`config.mk`:
```
export PLATFORM = sky130hd
export DESIGN_NAME = relobi_r_other_dec_pipe
export DESIGN_NICKNAME = d
export VERILOG_FILES = /design/src/rtl/obi_pkg.sv /design/src/rtl/relobi_r_other_dec_pipe_pkg.sv /design/src/rtl/relobi_pkg.sv /design/src/rtl/hsiao_ecc_dec.sv /design/src/rtl/relobi_r_other_dec_pipe.sv
export SDC_FILE = /design/constraint.sdc
export NUM_CORES = 1
export LEC_CHECK = 0
export CAP_MARGIN = 20
export CORE_MARGIN = 4
export CORE_UTILIZATION = 27
export DETAILED_ROUTE_END_ITERATION = 16
export PLACE_DENSITY = 0.84
export SYNTH_ARGS = -nofsm -noshare
export SYNTH_HDL_FRONTEND = slang
export SYNTH_SLANG_ARGS = --single-unit
```
`constraint.sdc`:
```
create_clock -name clk_i -period 1 [get_ports clk_i]
set_input_delay 0.3 -clock clk_i [delete_from_list [all_inputs] [get_ports clk_i]]
set_output_delay 0.3 -clock clk_i [all_outputs]
set_load 0.05 [all_outputs]
```
`src/rtl/obi_pkg.sv`:
```
// OBI bus configuration types.
// Only the fields the relOBI R-channel decode path needs are modelled.
package obi_pkg;

    typedef struct packed {
        logic        UseAtop;
        int unsigned RUserWidth;
        int unsigned RChkWidth;
    } obi_optional_cfg_t;

    typedef struct packed {
        int unsigned       IdWidth;
        obi_optional_cfg_t OptionalCfg;
    } obi_cfg_t;

    localparam obi_cfg_t ObiDefaultConfig = '{
        IdWidth:     32'd1,
        OptionalCfg: '{
            UseAtop:    1'b0,
            RUserWidth: 32'd0,
            RChkWidth:  32'd0
        }
    };

endpackage

```
`src/rtl/relobi_r_other_dec_pipe_pkg.sv`:
```
// Local constants for the R "other" decode pipe.
// Decoder err vector bit positions.
package relobi_r_other_dec_pipe_pkg;

    localparam int unsigned CorrBit   = 0;
    localparam int unsigned UncorrBit = 1;

endpackage

```
`src/rtl/relobi_pkg.sv`:
```
// relOBI width helpers shared by the ECC encode/decode blocks.
// Hsiao check width is the smallest r with 2^(r-1) - r >= k.
package relobi_pkg;

    import obi_pkg::*;

    function automatic int unsigned hsiao_prot_width(int unsigned k);
        int unsigned r;
        r = 32'd2;
        for (int unsigned i = 2; i < 31; i++) begin
            if (((32'd1 << (i - 1)) - i) < k) r = i + 1;
        end
        return r;
    endfunction

    function automatic int unsigned relobi_r_other_width(obi_cfg_t cfg);
        return cfg.IdWidth
             + (cfg.OptionalCfg.UseAtop ? 32'd1 : 32'd0)
             + cfg.OptionalCfg.RUserWidth
             + cfg.OptionalCfg.RChkWidth;
    endfunction

    function automatic int unsigned relobi_r_other_ecc_width(obi_cfg_t cfg);
        return hsiao_prot_width(relobi_r_other_width(cfg));
    endfunction

endpackage

```
`src/rtl/hsiao_ecc_dec.sv`:
```
// Hsiao SEC-DED decoder; codeword is {check, data}.
// Data columns are odd-weight (>=3) values in ascending order.
module hsiao_ecc_dec
    import relobi_pkg::*;
#(
    parameter  int unsigned DataWidth  = 8,
    parameter  int unsigned ProtWidth  = hsiao_prot_width(DataWidth),
    localparam int unsigned TotalWidth = DataWidth + ProtWidth
) (
    input  logic [TotalWidth-1:0] in_i,
    output logic [DataWidth-1:0]  out_o,
    output logic [1:0]            err_o
);

    typedef logic [DataWidth-1:0][ProtWidth-1:0] col_arr_t;

    function automatic col_arr_t gen_cols();
        col_arr_t    c;
        int unsigned n;
        c = '0;
        n = 0;
        for (int v = 1; v < (1 << ProtWidth); v++) begin
            if (($countones(v) % 2 == 1) && ($countones(v) >= 3)
                && (n < DataWidth)) begin
                c[n] = v[ProtWidth-1:0];
                n++;
            end
        end
        return c;
    endfunction

    localparam col_arr_t Cols = gen_cols();

    logic [ProtWidth-1:0] syn;
    logic                 hit;

    always_comb begin
        syn = in_i[DataWidth +: ProtWidth];
        for (int unsigned j = 0; j < DataWidth; j++) begin
            if (in_i[j]) syn = syn ^ Cols[j];
        end
        out_o = in_i[DataWidth-1:0];
        // weight-1 syndrome is a flipped check bit: data already good
        hit = ($countones(syn) == 1);
        for (int unsigned j = 0; j < DataWidth; j++) begin
            if (syn == Cols[j]) begin
                out_o[j] = ~out_o[j];
                hit      = 1'b1;
            end
        end
        err_o = 2'b00;
        if (syn != '0) err_o = hit ? 2'b01 : 2'b10;
    end

endmodule

```
`src/rtl/relobi_r_other_dec_pipe.sv`:
```
// relOBI R "other" field Hsiao decode with optional output register.
// Error counters only exist with RELOBI_R_OTHER_ERR_CNT_EN defined.
module relobi_r_other_dec_pipe
    import relobi_pkg::*;
    import relobi_r_other_dec_pipe_pkg::*;
#(
    parameter  obi_pkg::obi_cfg_t Cfg          = obi_pkg::ObiDefaultConfig,
    parameter  type               r_optional_t = logic,
    parameter  int unsigned       NumChannels  = 1,
    parameter  bit                Registered   = 1'b1,
    parameter  bit                ErrOnUncorr  = 1'b1,
    parameter  int unsigned       CntWidth     = 16,
    parameter  int unsigned       OtherEccWidth = relobi_r_other_ecc_width(Cfg),
    localparam int unsigned       IdW          = Cfg.IdWidth
) (
    input  logic                                     clk_i,
    input  logic                                     rst_ni,
    input  logic                                     valid_i,
    output logic                                     ready_o,
    input  logic [NumChannels-1:0]                   err_i,
    input  logic [NumChannels-1:0][IdW-1:0]          rid_i,
    input  r_optional_t                              r_optional_i [NumChannels],
    input  logic [NumChannels-1:0][OtherEccWidth-1:0] other_ecc_i,
    output logic                                     valid_o,
    input  logic                                     ready_i,
    output logic [NumChannels-1:0]                   err_o,
    output logic [NumChannels-1:0][IdW-1:0]          rid_o,
    output r_optional_t                              r_optional_o [NumChannels],
    output logic [NumChannels-1:0]                   ecc_corr_o,
    output logic [NumChannels-1:0]                   ecc_uncorr_o,
    input  logic                                     cnt_clear_i,
    output logic [CntWidth-1:0]                      corr_cnt_o,
    output logic [CntWidth-1:0]                      uncorr_cnt_o
);

    localparam int unsigned DataW    = relobi_r_other_width(Cfg);
    localparam bit          UseAtop  = Cfg.OptionalCfg.UseAtop;
    localparam int unsigned RUserW   = Cfg.OptionalCfg.RUserWidth;
    localparam int unsigned RChkW    = Cfg.OptionalCfg.RChkWidth;
    localparam bit          HasOpt   = UseAtop || (RUserW > 0) || (RChkW > 0);
    localparam int unsigned RidOff   = DataW - IdW;
    localparam int unsigned ExOff    = RidOff - (UseAtop ? 1 : 0);
    localparam int unsigned RUserOff = ExOff - RUserW;
    localparam int unsigned RChkOff  = RUserOff - RChkW;

    logic [NumChannels-1:0]          err_c;
    logic [NumChannels-1:0]          corr_c;
    logic [NumChannels-1:0]          uncorr_c;
    logic [NumChannels-1:0][IdW-1:0] rid_c;
    r_optional_t                     opt_c [NumChannels];

    for (genvar k = 0; k < NumChannels; k++) begin : g_lane
        logic [DataW-1:0] pack;
        logic [DataW-1:0] dec;
        logic [1:0]       derr;
        r_optional_t      opt_l;

        if (HasOpt) begin : g_opt
            always_comb begin
                pack = '0;
                for (int unsigned b = 0; b < IdW; b++)
                    pack[RidOff + b] = rid_i[k][b];
                if (UseAtop) pack[ExOff] = r_optional_i[k].exokay;
                for (int unsigned b = 0; b < RUserW; b++)
                    pack[RUserOff + b] = r_optional_i[k].ruser[b];
                for (int unsigned b = 0; b < RChkW; b++)
                    pack[RChkOff + b] = r_optional_i[k].rchk[b];
            end

            always_comb begin
                opt_l = '0;
                if (UseAtop) opt_l.exokay = dec[ExOff];
                for (int unsigned b = 0; b < RUserW; b++)
                    opt_l.ruser[b] = dec[RUserOff + b];
                for (int unsigned b = 0; b < RChkW; b++)
                    opt_l.rchk[b] = dec[RChkOff + b];
            end
        end else begin : g_noopt
            logic unused_opt;
            assign unused_opt = ^r_optional_i[k];
            assign pack       = rid_i[k];
            assign opt_l      = '0;
        end

        hsiao_ecc_dec #(
            .DataWidth (DataW),
            .ProtWidth (OtherEccWidth)
        ) u_dec (
            .in_i  ({other_ecc_i[k], pack}),
            .out_o (dec),
            .err_o (derr)
        );

        assign rid_c[k]    = dec[RidOff +: IdW];
        assign opt_c[k]    = opt_l;
        assign corr_c[k]   = derr[CorrBit];
        assign uncorr_c[k] = derr[UncorrBit];
        // err_i is not covered by the code, only widened by ECC failures
        assign err_c[k]    = err_i[k] | (ErrOnUncorr & uncorr_c[k]);
    end

    if (Registered) begin : g_reg
        logic                            valid_q, valid_d;
        logic [NumChannels-1:0]          err_q, err_d;
        logic [NumChannels-1:0]          corr_q, corr_d;
        logic [NumChannels-1:0]          uncorr_q, uncorr_d;
        logic [NumChannels-1:0][IdW-1:0] rid_q, rid_d;
        r_optional_t                     opt_q [NumChannels];
        r_optional_t                     opt_d [NumChannels];

        assign ready_o = !valid_q | ready_i;

        always_comb begin
            valid_d  = valid_q;
            err_d    = err_q;
            corr_d   = corr_q;
            uncorr_d = uncorr_q;
            rid_d    = rid_q;
            opt_d    = opt_q;
            if (ready_o) valid_d = valid_i;
            if (valid_i && ready_o) begin
                err_d    = err_c;
                corr_d   = corr_c;
                uncorr_d = uncorr_c;
                rid_d    = rid_c;
                opt_d    = opt_c;
            end
        end

        always_ff @(posedge clk_i or negedge rst_ni) begin
            if (!rst_ni) begin
                valid_q  <= 1'b0;
                err_q    <= '0;
                corr_q   <= '0;
                uncorr_q <= '0;
                rid_q    <= '0;
                for (int k = 0; k < NumChannels; k++) opt_q[k] <= '0;
            end else begin
                valid_q  <= valid_d;
                err_q    <= err_d;
                corr_q   <= corr_d;
                uncorr_q <= uncorr_d;
                rid_q    <= rid_d;
                opt_q    <= opt_d;
            end
        end

        assign valid_o      = valid_q;
        assign err_o        = err_q;
        assign ecc_corr_o   = corr_q;
        assign ecc_uncorr_o = uncorr_q;
        assign rid_o        = rid_q;
        assign r_optional_o = opt_q;
    end else begin : g_comb
        logic unused_clk;
        assign unused_clk   = clk_i ^ rst_ni;
        assign ready_o      = ready_i;
        assign valid_o      = valid_i;
        assign err_o        = err_c;
        assign ecc_corr_o   = corr_c;
        assign ecc_uncorr_o = uncorr_c;
        assign rid_o        = rid_c;
        assign r_optional_o = opt_c;
    end

`ifdef RELOBI_R_OTHER_ERR_CNT_EN
    localparam int unsigned CntW1 = CntWidth + 1;

    logic                accept;
    logic [CntWidth-1:0] corr_cnt_q, corr_cnt_d;
    logic [CntWidth-1:0] uncorr_cnt_q, uncorr_cnt_d;
    logic [CntWidth:0]   corr_sum, uncorr_sum;

    assign accept = valid_i & ready_o;

    always_comb begin
        corr_sum     = {1'b0, corr_cnt_q} + CntW1'($countones(corr_c));
        uncorr_sum   = {1'b0, uncorr_cnt_q} + CntW1'($countones(uncorr_c));
        corr_cnt_d   = corr_cnt_q;
        uncorr_cnt_d = uncorr_cnt_q;
        if (accept) begin
            corr_cnt_d   = corr_sum[CntWidth] ? '1 : corr_sum[CntWidth-1:0];
            uncorr_cnt_d = uncorr_sum[CntWidth] ? '1 : uncorr_sum[CntWidth-1:0];
        end
        if (cnt_clear_i) begin
            corr_cnt_d   = '0;
            uncorr_cnt_d = '0;
        end
    end

    always_ff @(posedge clk_i or negedge rst_ni) begin
        if (!rst_ni) begin
            corr_cnt_q   <= '0;
            uncorr_cnt_q <= '0;
        end else begin
            corr_cnt_q   <= corr_cnt_d;
            uncorr_cnt_q <= uncorr_cnt_d;
        end
    end

    assign corr_cnt_o   = corr_cnt_q;
    assign uncorr_cnt_o = uncorr_cnt_q;
`else
    logic unused_clr;
    assign unused_clr   = cnt_clear_i;
    assign corr_cnt_o   = '0;
    assign uncorr_cnt_o = '0;
`endif

endmodule
```
==> impl_metrics.py <==
metrics = {
    "synth": {
        "ys.flop_type": "dfrtp_1",
        "netlist_area_um2": 544,
        "async_reset_ff_frac": 1.00,
        "synth_top_area_frac": 0.455,
        "synthCells": 60,
        "syn-mean-instance-area_um2": 9.07,
        "ys_ff_latch": 5,
        "ys_warn_count": 0,
        "synth_edf_count": 0,
        "synthTopCellsByArea": "buf_4 46%, dfrtp_1 23%, xnor2_1 4.8%, ha_1 4.6%, fa_1 3.7%",
        "synthDistinctLibCells": 16,
        "yosysSeqAreaShare": 0.230,
        "synth_area_leader_cell": "buf_4",
    },
    "routing": {
        "first_iter_violations": 2,
        "wirelength_um": 1140,
        "dr.pass1.iters": 4,
        "ant_nets": 0,
        "drc": 0,
        "vias": 401,
        "wl_per_cell_um": 9.82,
        "viasPerCell": 3.46,
    },
    "power_and_ir_drop": {
        "vdd_drop_max_v": 0.000791,
        "switching_share": 0.483,
        "internal-power_w": 0.000804,
        "pwr-share-clk": 0.157,
        "leakage_nw": 0.457,
        "switching_power_w": 0.000751,
        "power_per_cell_area_nw_per_um2": 1770,
        "seq_power_share": 0.199,
        "power.total_w": 0.00156,
        "comb_power_share": 0.644,
    },
    "sta": {
        "rsz0062_at_grt": "true",
        "finalSetupTns_ns": -2.29,
        "final_max_slew_viol_count": 0,
        "period_needed_ns": 1.38,
        "finalClockSkew_ns": 0.00168,
        "final-setup-viol-count": 10,
        "finalWorstSetupSlack_ns": -0.376,
        "fmax_mhz": 727,
        "fin_crit_sh": 1.38,
        "hold_viol_final": 0,
    },
    "clock_network": {
        "clock_path_buffers": 2,
        "clockRootBuffer": "clkbuf_4",
        "hold_buffers": 0,
        "insertion_delay_ns": 0.25,
        "clk_pin_slew_ns": 0.04,
        "cts_tree": "built",
        "clock-sinks": 5,
        "h-tree-depth": 1,
        "cts_buffers": 3,
    },
    "cells_and_area": {
        "post-route-util": 0.483,
        "syn_to_final_growth_pct": 61.6,
        "final_common_cell": "conb_1",
        "fin_nets": 106,
        "final_cell_mix": "33 x conb_1, 11 x buf_4, 7 x buf_12, 4 x dfrtp_1, 4 x buf_6",
        "drive_gt1_frac": 0.440,
        "antenna_cells": 0,
        "final.fill_count": 174,
    },
    "setup_path": {
        "crit_chain": "buf_12, xnor2_4, inv_2, fa_1, a21oi_2, mux2_4",
        "cpPeakStageDelay_ns": 0.57,
        "endpoint_kind": "flip-flop",
        "crit_fanout": 4,
        "cp_top_family": "adder cells",
        "r2r_slack_ns": -0.17,
        "reg2reg_to": "ecc_corr_o",
        "slowest_stage": "fa_1",
        "cp.required_ns": 1.13,
        "r2r_start": "valid_o",
        "crit_type": "in -> reg",
        "cp.arrival_ns": 1.51,
        "cp-start-kind": "primary input",
        "rr_worst_depth": 4,
        "crit_buf_inv": 2,
    },
    "floorplan": {
        "core_um2": 1820,
        "initial_core_util": 0.299,
        "die_h_um": 52.9,
        "num_rows": 15,
        "die_area_um2": 2800,
        "die_x_um": 52.9,
        "ioPinCount": 50,
    },
    "grt": {
        "grt_pass1_wl_um": 1570,
        "first_global_vias": 387,
        "grt_antenna_before_repair": 0,
        "grt_max_degree": 6,
        "grt_use_total": 0.0841,
        "overflow": 0,
    },
    "run": {
        "cap_violations": 0,
    },
    "hold_path": {
        "hold_class": "in -> async",
    },
    "run_status": {
        "status": "finished with violations",
        "violations": "setup timing",
    },
    "placement": {
        "gp_congestion": 0.748,
        "place_hpwl_um": 921,
        "io_buffer_count": 14,
    },
}
## Yosys cell counts, drive strengths merged, types with 2 or more instances
library cell and number:
inv 4, dfrtp 5, a21oi 2, xnor2 3
ha 2, mux2 2, nand2b 2, buf 33
## power groups by stage
stage | sequential, W | combinational, W | clock [W]
after floorplan | 0.000458 | 0.000510 | 0
after global placement | 0.000309 | 0.000910 | 0
after detailed placement | 0.000312 | 0.000926 | 0
after CTS | 0.000311 | 0.000963 | 0.000251
after global routing | 0.000315 | 0.00104 | 0.000253
final | 0.000310 | 0.00100 | 0.000244
## metrics by stage
stage | cell area (µm²) | setup slack, ns | cells | hold slack, ns
after detailed placement | 757 | -1.15 | 107 | 0.537
after CTS | 831 | -0.473 | 113 | 0.268
final | 880 | -0.376 | 116 | 0.266
after global routing | 880 | -0.431 | 116 | 0.299
after floorplan | 706 | -0.478 | 92 | 0.00441
after global placement | 757 | -1.09 | 107 | 0.535
## worst max-delay path by stage
stage | from | end | cells after the start
2_1_floorplan | other_ecc_i[1] | ecc_uncorr_o | 5
3_3_place_gp | rid_i | ecc_uncorr_o | 7
3_5_place_dp | rid_i | ecc_uncorr_o | 7
6_report | rid_i | ecc_uncorr_o | 6
4_1_cts | rid_i | ecc_uncorr_o | 7
5_1_grt | rid_i | ecc_uncorr_o | 6
## timing repair
action                     in CTS  in global routing
setup buffers                   2                  4
pin swaps                       5                  5
gates resized for setup        25                 11
setup endpoints to repair      10                 10
## state kept, by name, summed over array words and instances, names as in the netlist
| signal | flops |
|---|---|
| err_o | 1 |
| valid_o | 1 |
| ecc_corr_o | 1 |
| ecc_uncorr_o | 1 |
| rid_o | 1 |
## cell families (layout without fill, tap and decap cells)
logic type | count (synthesis) | in the layout | synth area share
AND/OR/NAND/NOR | 4 | 4 | 0.0437
adder cells (fa/ha/maj) | 3 | 3 | 0.0828
other | 1 | 33 | 0.00689
buffers and inverters | 37 | 36 | 0.483
AO/OA/AOI/OAI | 4 | 4 | 0.0460
XOR/XNOR | 3 | 3 | 0.0483
multiplexers | 3 | 3 | 0.0598
flip-flops | 5 | 5 | 0.230
## layout make-up
class	instances	area, µm²	area share
inverter	4	15.0	0.0171
clock buffer	4	26.3	0.0299
multi-input combinational	50	364	0.414
tap	25	31.3	0.0356
sequential	5	126	0.144
timing repair buffer	28	317	0.360
## per-layer routing
metal  global-route usage  part of all wire
met5                    0                 0
met4               0.0638             0.037
met3               0.0338              0.13
met2                0.184              0.63
met1               0.0462              0.21
(Power assumes the default switching activity.)
